--- config.mk ---
export PLATFORM = sky130hd
export DESIGN_NAME = wire_test_seq_flat
export DESIGN_NICKNAME = d
export VERILOG_FILES = /design/src/rtl/wire_test_pkg.sv /design/src/rtl/wire_test_seq_if.sv /design/src/rtl/wire_test_seq_hold_timer.sv /design/src/rtl/wire_test_seq.sv /design/src/flat_wrapper.sv
export SDC_FILE = /design/constraint.sdc
export NUM_CORES = 1
export LEC_CHECK = 0
export BUFFER_PORTS_ARGS = -buffer_cell sky130_fd_sc_hd__buf_4
export CORE_MARGIN = 3
export CORE_UTILIZATION = 30
export CTS_BUF_LIST = sky130_fd_sc_hd__clkbuf_16
export DETAILED_ROUTE_END_ITERATION = 12
export GPL_ROUTABILITY_DRIVEN = 0
export GPL_TIMING_DRIVEN = 1
export PLACE_DENSITY_LB_ADDON = 0.15
export SYNTH_ARGS = -nofsm -noshare
export SYNTH_HDL_FRONTEND = slang
export SYNTH_SLANG_ARGS = --single-unit
--- constraint.sdc ---
create_clock -name clk -period 2.9 [get_ports clk]
set_input_delay 0.725 -clock clk [delete_from_list [all_inputs] [get_ports clk]]
set_output_delay 0.725 -clock clk [all_outputs]
set_load 0.005 [all_outputs]
--- src/rtl/wire_test_pkg.sv ---
// wire_test_pkg: shared state encoding, defaults and a sizing helper for the wire test sequencer
package wire_test_pkg;
  typedef enum logic [1:0] {IDLE = 2'd0, DRIVE = 2'd1, DONE = 2'd2} state_t;
  localparam int HOLD_CYCLES_DEF = 20;
  localparam int NUM_STEPS_DEF = 4;
  function automatic int idx_w(input int n);
    return n > 1 ? $clog2(n) : 1;
  endfunction
endpackage

--- src/rtl/wire_test_seq_if.sv ---
// wire_test_seq_if: stimulus/observation bus between a test controller and the wire test sequencer
interface wire_test_seq_if import wire_test_pkg::*; #(
  parameter int NUM_STEPS = NUM_STEPS_DEF,
  parameter int CNT_W = 8
);
  localparam int SW = idx_w(NUM_STEPS);
  logic start;
  logic [NUM_STEPS-1:0] pattern;
  logic stim;
  logic obs_b;
  logic obs_c;
  logic busy;
  logic done;
  logic pass;
  logic [CNT_W-1:0] err_count;
  logic [SW-1:0] step_idx;
  modport master(output start, pattern, obs_b, obs_c, input stim, busy, done, pass, err_count, step_idx);
  modport slave(input start, pattern, obs_b, obs_c, output stim, busy, done, pass, err_count, step_idx);
endinterface

--- src/rtl/wire_test_seq_hold_timer.sv ---
// hold_timer: modulo-HOLD_CYCLES counter with clear and a last-cycle flag
module hold_timer import wire_test_pkg::*; #(
  parameter int HOLD_CYCLES = HOLD_CYCLES_DEF
) (
  input  logic clk,
  input  logic rst,
  input  logic clr,
  input  logic en,
  output logic last
);
  localparam int W = idx_w(HOLD_CYCLES);
  logic [W-1:0] cnt;
  assign last = cnt == W'(HOLD_CYCLES - 1);
  always_ff @(posedge clk)
    cnt <= (rst || clr) ? '0 : en ? (last ? '0 : cnt + 1'b1) : cnt;
endmodule

--- src/rtl/wire_test_seq.sv ---
// wire_test_seq: drives a wire-under-test with a held bit pattern and counts per-step output mismatches
// Optional WIRE_TEST_INV_C_EN: output C is expected to be the inverse of the stimulus.
module wire_test_seq import wire_test_pkg::*; #(
  parameter int HOLD_CYCLES = HOLD_CYCLES_DEF,
  parameter int NUM_STEPS = NUM_STEPS_DEF,
  parameter int CNT_W = 8
) (
  input logic clk,
  input logic rst,
  wire_test_seq_if.slave bus
);
  localparam int SW = idx_w(NUM_STEPS);
  localparam logic [SW-1:0] LAST_STEP = SW'(NUM_STEPS - 1);
  state_t state, nxt;
  logic [NUM_STEPS-1:0] pat_q;
  logic [SW-1:0] step;
  logic [CNT_W-1:0] err;
  logic pass_q, last, exp_c, miss;
  hold_timer #(.HOLD_CYCLES(HOLD_CYCLES)) u_timer (
    .clk(clk),
    .rst(rst),
    .clr(state != DRIVE),
    .en(state == DRIVE),
    .last(last)
  );
  always_ff @(posedge clk)
    state <= rst ? IDLE : nxt;
  always_comb
    nxt = state == IDLE ? (bus.start ? DRIVE : IDLE) :
          state == DRIVE ? ((last && step == LAST_STEP) ? DONE : DRIVE) : IDLE;
  always_comb begin
    bus.stim = state == DRIVE && pat_q[step];
    bus.busy = state == DRIVE;
    bus.done = state == DONE;
  end
`ifdef WIRE_TEST_INV_C_EN
  assign exp_c = ~bus.stim;
`else
  assign exp_c = bus.stim;
`endif
  assign miss = (bus.obs_b != bus.stim) || (bus.obs_c != exp_c);
  // the step's final hold cycle samples the outputs and advances; the error from the last step lands before DONE
  always_ff @(posedge clk)
    if (rst) begin
      pat_q <= '0;
      step <= '0;
      err <= '0;
      pass_q <= 1'b0;
    end else if (state == IDLE && bus.start) begin
      pat_q <= bus.pattern;
      step <= '0;
      err <= '0;
      pass_q <= 1'b0;
    end else if (state == DRIVE && last) begin
      if (miss && err != '1) err <= err + 1'b1;
      if (step != LAST_STEP) step <= step + 1'b1;
    end else if (state == DONE) begin
      pass_q <= err == '0;
    end
  assign bus.err_count = err;
  assign bus.pass = pass_q;
  assign bus.step_idx = step;
endmodule

--- src/flat_wrapper.sv ---
// flat-port wrapper written by rule: the top's interface ports become plain ports
module wire_test_seq_flat import wire_test_pkg::*;
#(
  parameter int HOLD_CYCLES = HOLD_CYCLES_DEF,
  parameter int NUM_STEPS = NUM_STEPS_DEF,
  parameter int CNT_W = 8
)
  (clk, rst, bus_start, bus_pattern, bus_obs_b, bus_obs_c, bus_stim, bus_busy, bus_done, bus_pass, bus_err_count, bus_step_idx);
  wire_test_seq_if #(.NUM_STEPS(NUM_STEPS), .CNT_W(CNT_W)) bus_i ();
  input logic clk;
  input logic rst;
  input wire logic [$bits(bus_i.start)-1:0] bus_start;
  input wire logic [$bits(bus_i.pattern)-1:0] bus_pattern;
  input wire logic [$bits(bus_i.obs_b)-1:0] bus_obs_b;
  input wire logic [$bits(bus_i.obs_c)-1:0] bus_obs_c;
  output wire logic [$bits(bus_i.stim)-1:0] bus_stim;
  output wire logic [$bits(bus_i.busy)-1:0] bus_busy;
  output wire logic [$bits(bus_i.done)-1:0] bus_done;
  output wire logic [$bits(bus_i.pass)-1:0] bus_pass;
  output wire logic [$bits(bus_i.err_count)-1:0] bus_err_count;
  output wire logic [$bits(bus_i.step_idx)-1:0] bus_step_idx;
  assign bus_i.start = bus_start;
  assign bus_i.pattern = bus_pattern;
  assign bus_i.obs_b = bus_obs_b;
  assign bus_i.obs_c = bus_obs_c;
  assign bus_stim = bus_i.stim;
  assign bus_busy = bus_i.busy;
  assign bus_done = bus_i.done;
  assign bus_pass = bus_i.pass;
  assign bus_err_count = bus_i.err_count;
  assign bus_step_idx = bus_i.step_idx;
  wire_test_seq #(.HOLD_CYCLES(HOLD_CYCLES), .NUM_STEPS(NUM_STEPS), .CNT_W(CNT_W)) u_core (.clk(clk), .rst(rst), .bus(bus_i));
endmodule
-- Word-level counts from Yosys, hierarchy flattened
Index checks and enable logic that the tools add are counted.
- bits in registers: 22
- input port bits: 9
- output and inout port bits: 14
- logic and storage cells: 40
- add/subtract/negate cells: 3
- magnitude comparators: 1
- equal/unequal tests: 9
- muxes and demuxes: 7
- bitwise operators: 1
- reductions and logical operators: 13
- operators with widths (operator ; count):
    $add A8 B1 Y8 const B ; 1
    $logic_not A8 Y1 ; 1
    $ne A8 B8 Y1 const B ; 1
    $mux W2 ; 3
    $reduce_and A2 Y1 ; 3
    $add A5 B1 Y5 const B ; 1
    $eq A5 B5 Y1 const B ; 1
    $logic_and A1 B1 Y1 ; 5
    $mux W5 ; 1
    $eq A2 B2 Y1 const B ; 2
    $lt A2 B3 Y1 const B ; 1
    $add A2 B1 Y2 const B ; 1
    $bmux W1 S2 ; 1
    $eq A2 B1 Y1 const B ; 1
    $logic_not A2 Y1 ; 1
    $logic_or A1 B1 Y1 ; 2
    $mux W1 ; 2
    $ne A1 B1 Y1 ; 2
    $ne A2 B1 Y1 const B ; 1
    $ne A2 B2 Y1 const B ; 1
    $reduce_or A2 Y1 ; 1
    $not A1 Y1 ; 1

-- Depth between registers and ports, before layout
- word-level depth: 7
- depth in mapped cells: 6
- depth with buffers taken out: 6

-- Cells and area by module
From an unflattened synthesis, not the netlist that was laid out.
- cells, all modules: 120
- area, all modules: 1134.8 sq um
- by module, submodules not included (module ; times used ; cells each ; area each (sq um) ; sequential area each (sq um)):
    wire_test_seq ; 1 ; 93 ; 877.1 ; 340.3
    hold_timer ; 1 ; 27 ; 257.7 ; 100.1

-- Worst setup path before layout
Ideal clock, no wire load.
- path kind: input port to flip-flop
- from: input port bus_start
- to: register u_core.err[6], in the netlist u_core.bus.err_count[6]
- setup time: 116 ps
- data arrival time: 1831 ps
- required time: 2784 ps
- setup slack: 952 ps
- cell stages on the path: 5
- buffers on the path: 1
- cells stage by stage: nor3b_2 > or2_2 > clkbuf_1 > nor2_1 > a31o_2
- cells in the longest elaborated chain, start to end: 2
- RTL lines (what ; line ; text):
    start, declared ; flat_wrapper.sv:12 ; input wire logic [$bits(bus_i.start)-1:0] bus_start;
    $logic_and A1 B1 Y1 ; wire_test_seq.sv:49 ; end else if (state == IDLE && bus.start) begin
    $reduce_or A2 Y1 (no line) ; - ;
    end signal, assigned ; wire_test_seq.sv:55 ; if (miss && err != '1) err <= err + 1'b1;
    end, declared ; wire_test_seq.sv:17 ; logic [CNT_W-1:0] err;
Every way passes these cells.
A chain may end at the register's enable or synchronous reset.

-- Worst setup path after layout
- from: register u_core.step[0], in the netlist u_core.bus.step_idx[0]
- to: output port bus_stim
- cells in the longest elaborated chain, start to end: 3
- RTL lines (what ; line ; text):
    start, declared ; wire_test_seq.sv:16 ; logic [SW-1:0] step;
    start signal, assigned ; wire_test_seq.sv:56 ; if (step != LAST_STEP) step <= step + 1'b1;
    $bmux W1 S2 ; wire_test_seq.sv:32 ; bus.stim = state == DRIVE && pat_q[step];
    $mux W1 (implied by the code) ; wire_test_seq.sv:32 ;
    $logic_and A1 B1 Y1 ; wire_test_seq.sv:32 ;
    end, declared ; flat_wrapper.sv:16 ; output wire logic [$bits(bus_i.stim)-1:0] bus_stim;
Every way passes these cells. The select of a mux whose other input is x is not followed.

==> impl_metrics.yaml <==
die:
  rows: 21
  floorplan.die.height_um: 65.6
  effective_utilization_at_floorplan: 0.314
  die_w_um: 65.6
  fp.coreArea_um2: 3390
  dieArea_um2: 4300
  num_io_pins: 23
final_layout:
  fraction_of_layout_instances_using_a_drive_strength_above_1: 0.254
  areaGrowthSynthToFinish_pct: 27.6
  fillerInstances: 357
  layout_common_cells: "sky130_fd_sc_hd__buf_4 (22), sky130_fd_sc_hd__dfxtp_1 (22), sky130_fd_sc_hd__nor2_1 (21), sky130_fd_sc_hd__mux2i_1 (8)"
  antennaDiodeCount: 0
  finish.net_count: 152
  finish.instance_area_um2: 1360
yosys:
  synthDistinctLibCells: 37
  synth_largest_area_cell: "sky130_fd_sc_hd__dfxtp_1"
  synth-async-reset-ratio: 0
  postSynthAreaPerCell_um2: 9.34
  synth-edff-count: 0
  synth.net_count: 127
  ys_seq_area_frac: 0.414
  most_area_consuming_cells_after_synthesis: "sky130_fd_sc_hd__dfxtp_1 (41%), sky130_fd_sc_hd__mux2i_1 (7.5%), sky130_fd_sc_hd__nor2_1 (7.4%)"
  netlist.area_leader.share: 0.414
  yosys_warning_total: 0
  synth_flop_cell: "sky130_fd_sc_hd__dfxtp_1"
  synthesis.instances: 114
  synth.ff_latch_count: 22
  mappedNetlistArea_um2: 1060
route:
  route.antenna.remaining_nets: 0
  drt-wirelength-per-cell_um: 11.8
  drtIter0Drc: 39
  routed_wirelength_um: 2170
  firstDrtPassIters: 2
  remaining_design_rule_violation_count: 0
  routed-via-count: 857
  post_drt_via_cell_ratio: 4.66
sta:
  timing.slew.headroom: 0.631
  period_minus_slack_ps: 2290
  worst-slew-pin-transition_ps: 551
  timing.fmax_mhz: 437
  timing.final.hold_violations: 0
  rsz0062_at_grt: "false"
  slew_violations: 0
  layout_skew_ps: 2.40
  final.setup.tns_ps: 0
  setup_viol_count_final: 0
  post-route-period-util: 0.789
global_routing:
  overflow: 0
  grt_util_all_layers: 0.107
  grt_max_degree: 13
  grt_first_pass_wirelength_um: 3530
  grt_pass1_vias: 758
  grt_antenna_before_repair: 0
setup_path:
  rr_worst_depth: 5
  worst_setup_path_endpoint: "bus_stim"
  crit_arrival_ps: 1560
  timing.critical_path.from: "u_core.bus.step_idx[0]"
  timing.critical_path.to_type: "output pin"
  critPathKind: "reg2out"
  critical_path.reg2reg.startpoint: "u_core.bus.step_idx[0]"
  crit_path_cell_trace: "mux4_2 > and2_1 > buf_4"
  timing.rr.end: "u_core.bus.err_count[5]"
  rrSetupSlack_ps: 830
  critPathLaunchType: "flip-flop"
  critPathRequiredTime_ps: 2170
  crit_slowest_cell: "sky130_fd_sc_hd__mux4_2"
  worst_path_largest_cell_delay_ps: 580
  path_max_fanout: 4
power:
  p_total_uw: 636
  power.ir.vdd_worst_mv: 0.250
  total_leakage_power_nw: 0.534
  power_density_nw_per_um2: 468
flow_run:
  max-cap-violations: 0
clock_tree:
  clk_transition_reported_paths_ps: 60
  cts_max_level: 1
  cts-buffers-inserted: 3
  ctsLongestPathBuffers: 2
  hold_buffer_count_at_cts: 0
  cts.sinks: 22
  cts_tree: "done"
  clk_latency_ps: 250
  clk_tree_root_cell: "sky130_fd_sc_hd__clkbuf_16"
  postCtsSetupBuffers: 0
  post_cts.resized_instances: 0
min_path:
  worst_hold_path_type: "reg2reg"
place:
  place_hpwl_um: 1670
  placedInstanceArea_um2: 1280
  portBuffers: 22
status:
  outcome: "finished, final reports clean"
## Yosys cell counts (2+ instances only)
master	instances
sky130_fd_sc_hd__xnor2_1	6
sky130_fd_sc_hd__and3_1	2
sky130_fd_sc_hd__nor3_1	2
sky130_fd_sc_hd__nand3_1	4
sky130_fd_sc_hd__ha_1	4
sky130_fd_sc_hd__nor2_1	21
sky130_fd_sc_hd__and2_1	2
sky130_fd_sc_hd__nand2_1	6
sky130_fd_sc_hd__a21oi_1	3
sky130_fd_sc_hd__mux2i_1	8
sky130_fd_sc_hd__dfxtp_1	22
sky130_fd_sc_hd__inv_1	6
sky130_fd_sc_hd__nor4_1	3
sky130_fd_sc_hd__nand4_1	2
## worst min-delay path by stage
stage / cells after the start / endpoint / slack (ps) / from
finish: 1 / u_core.u_timer.cnt[0] / 450 / u_core.u_timer.cnt[0]
global placement: 1 / u_core.u_timer.cnt[0] / 430 / u_core.u_timer.cnt[0]
detailed placement: 1 / u_core.u_timer.cnt[0] / 450 / u_core.u_timer.cnt[0]
global route: 1 / u_core.u_timer.cnt[0] / 480 / u_core.u_timer.cnt[0]
CTS: 1 / u_core.u_timer.cnt[0] / 460 / u_core.u_timer.cnt[0]
floorplan: 1 / u_core.u_timer.cnt[0] / 420 / u_core.u_timer.cnt[0]
## critical path, delay by kind of cell (launching register included)
kind                   cells  cell delay [ps]
multiplexers               1              580
flip-flops                 1              420
AND/OR/NAND/NOR            1              190
buffers and inverters      1              130
## metrics by stage
step,util,setup slack (ps),instances,hold slack [ps]
final,0.401,611,184,452
after global routing,0.401,546,184,481
after CTS,0.401,593,184,456
after detailed placement,0.378,829,180,446
after global placement,0.378,865,180,434
after floorplan,-,952,114,418
## where the power goes
| group | switching [mW] | total [mW] | internal [mW] |
|---|---|---|---|
| sequential | 0.00370 | 0.311 | 0.308 |
| clock | 0.102 | 0.285 | 0.184 |
| combinational | 0.0211 | 0.0396 | 0.0184 |
## cell families (layout without fill, tap and decap cells)
logic type      Yosys count  count (layout)  synth area share
compound gates           10              10            0.0682
flops                    22              22             0.414
xor+xnor                  7               7            0.0576
buf+inv                   8              32            0.0282
simple gates             54              54             0.289
mux                       9               9            0.0964
fa+ha+maj                 4               4            0.0470
## cell type report
type,instances,area [µm²],area share
Sequential cell,22,440,0.324
Multi-Input combinational cell,84,594,0.437
Clock inverter,1,3.75,0.00276
Timing Repair Buffer,22,165,0.122
Tap cell,46,57.6,0.0424
Clock buffer,3,75.1,0.0552
Inverter,6,22.5,0.0166
## routing by layer
| layer | vias up | GRT usage | part of all wire |
|---|---|---|---|
| li1 | 451 | - | - |
| met5 | - | 0 | 0 |
| met2 | 18 | 0.154 | 0.43 |
| met4 | 0 | 0.0466 | 0.0097 |
| met3 | 2 | 0.0256 | 0.041 |
| met1 | 386 | 0.149 | 0.52 |
## registers in the layout (all words and copies together), names as in the netlist
register              count
u_core.state              2
u_core.u_timer.cnt        5
u_core.pat_q              4
u_core.bus.pass           1
u_core.bus.step_idx       2
u_core.bus.err_count      8
No activity file was read; power rests on OpenSTA's default activity.
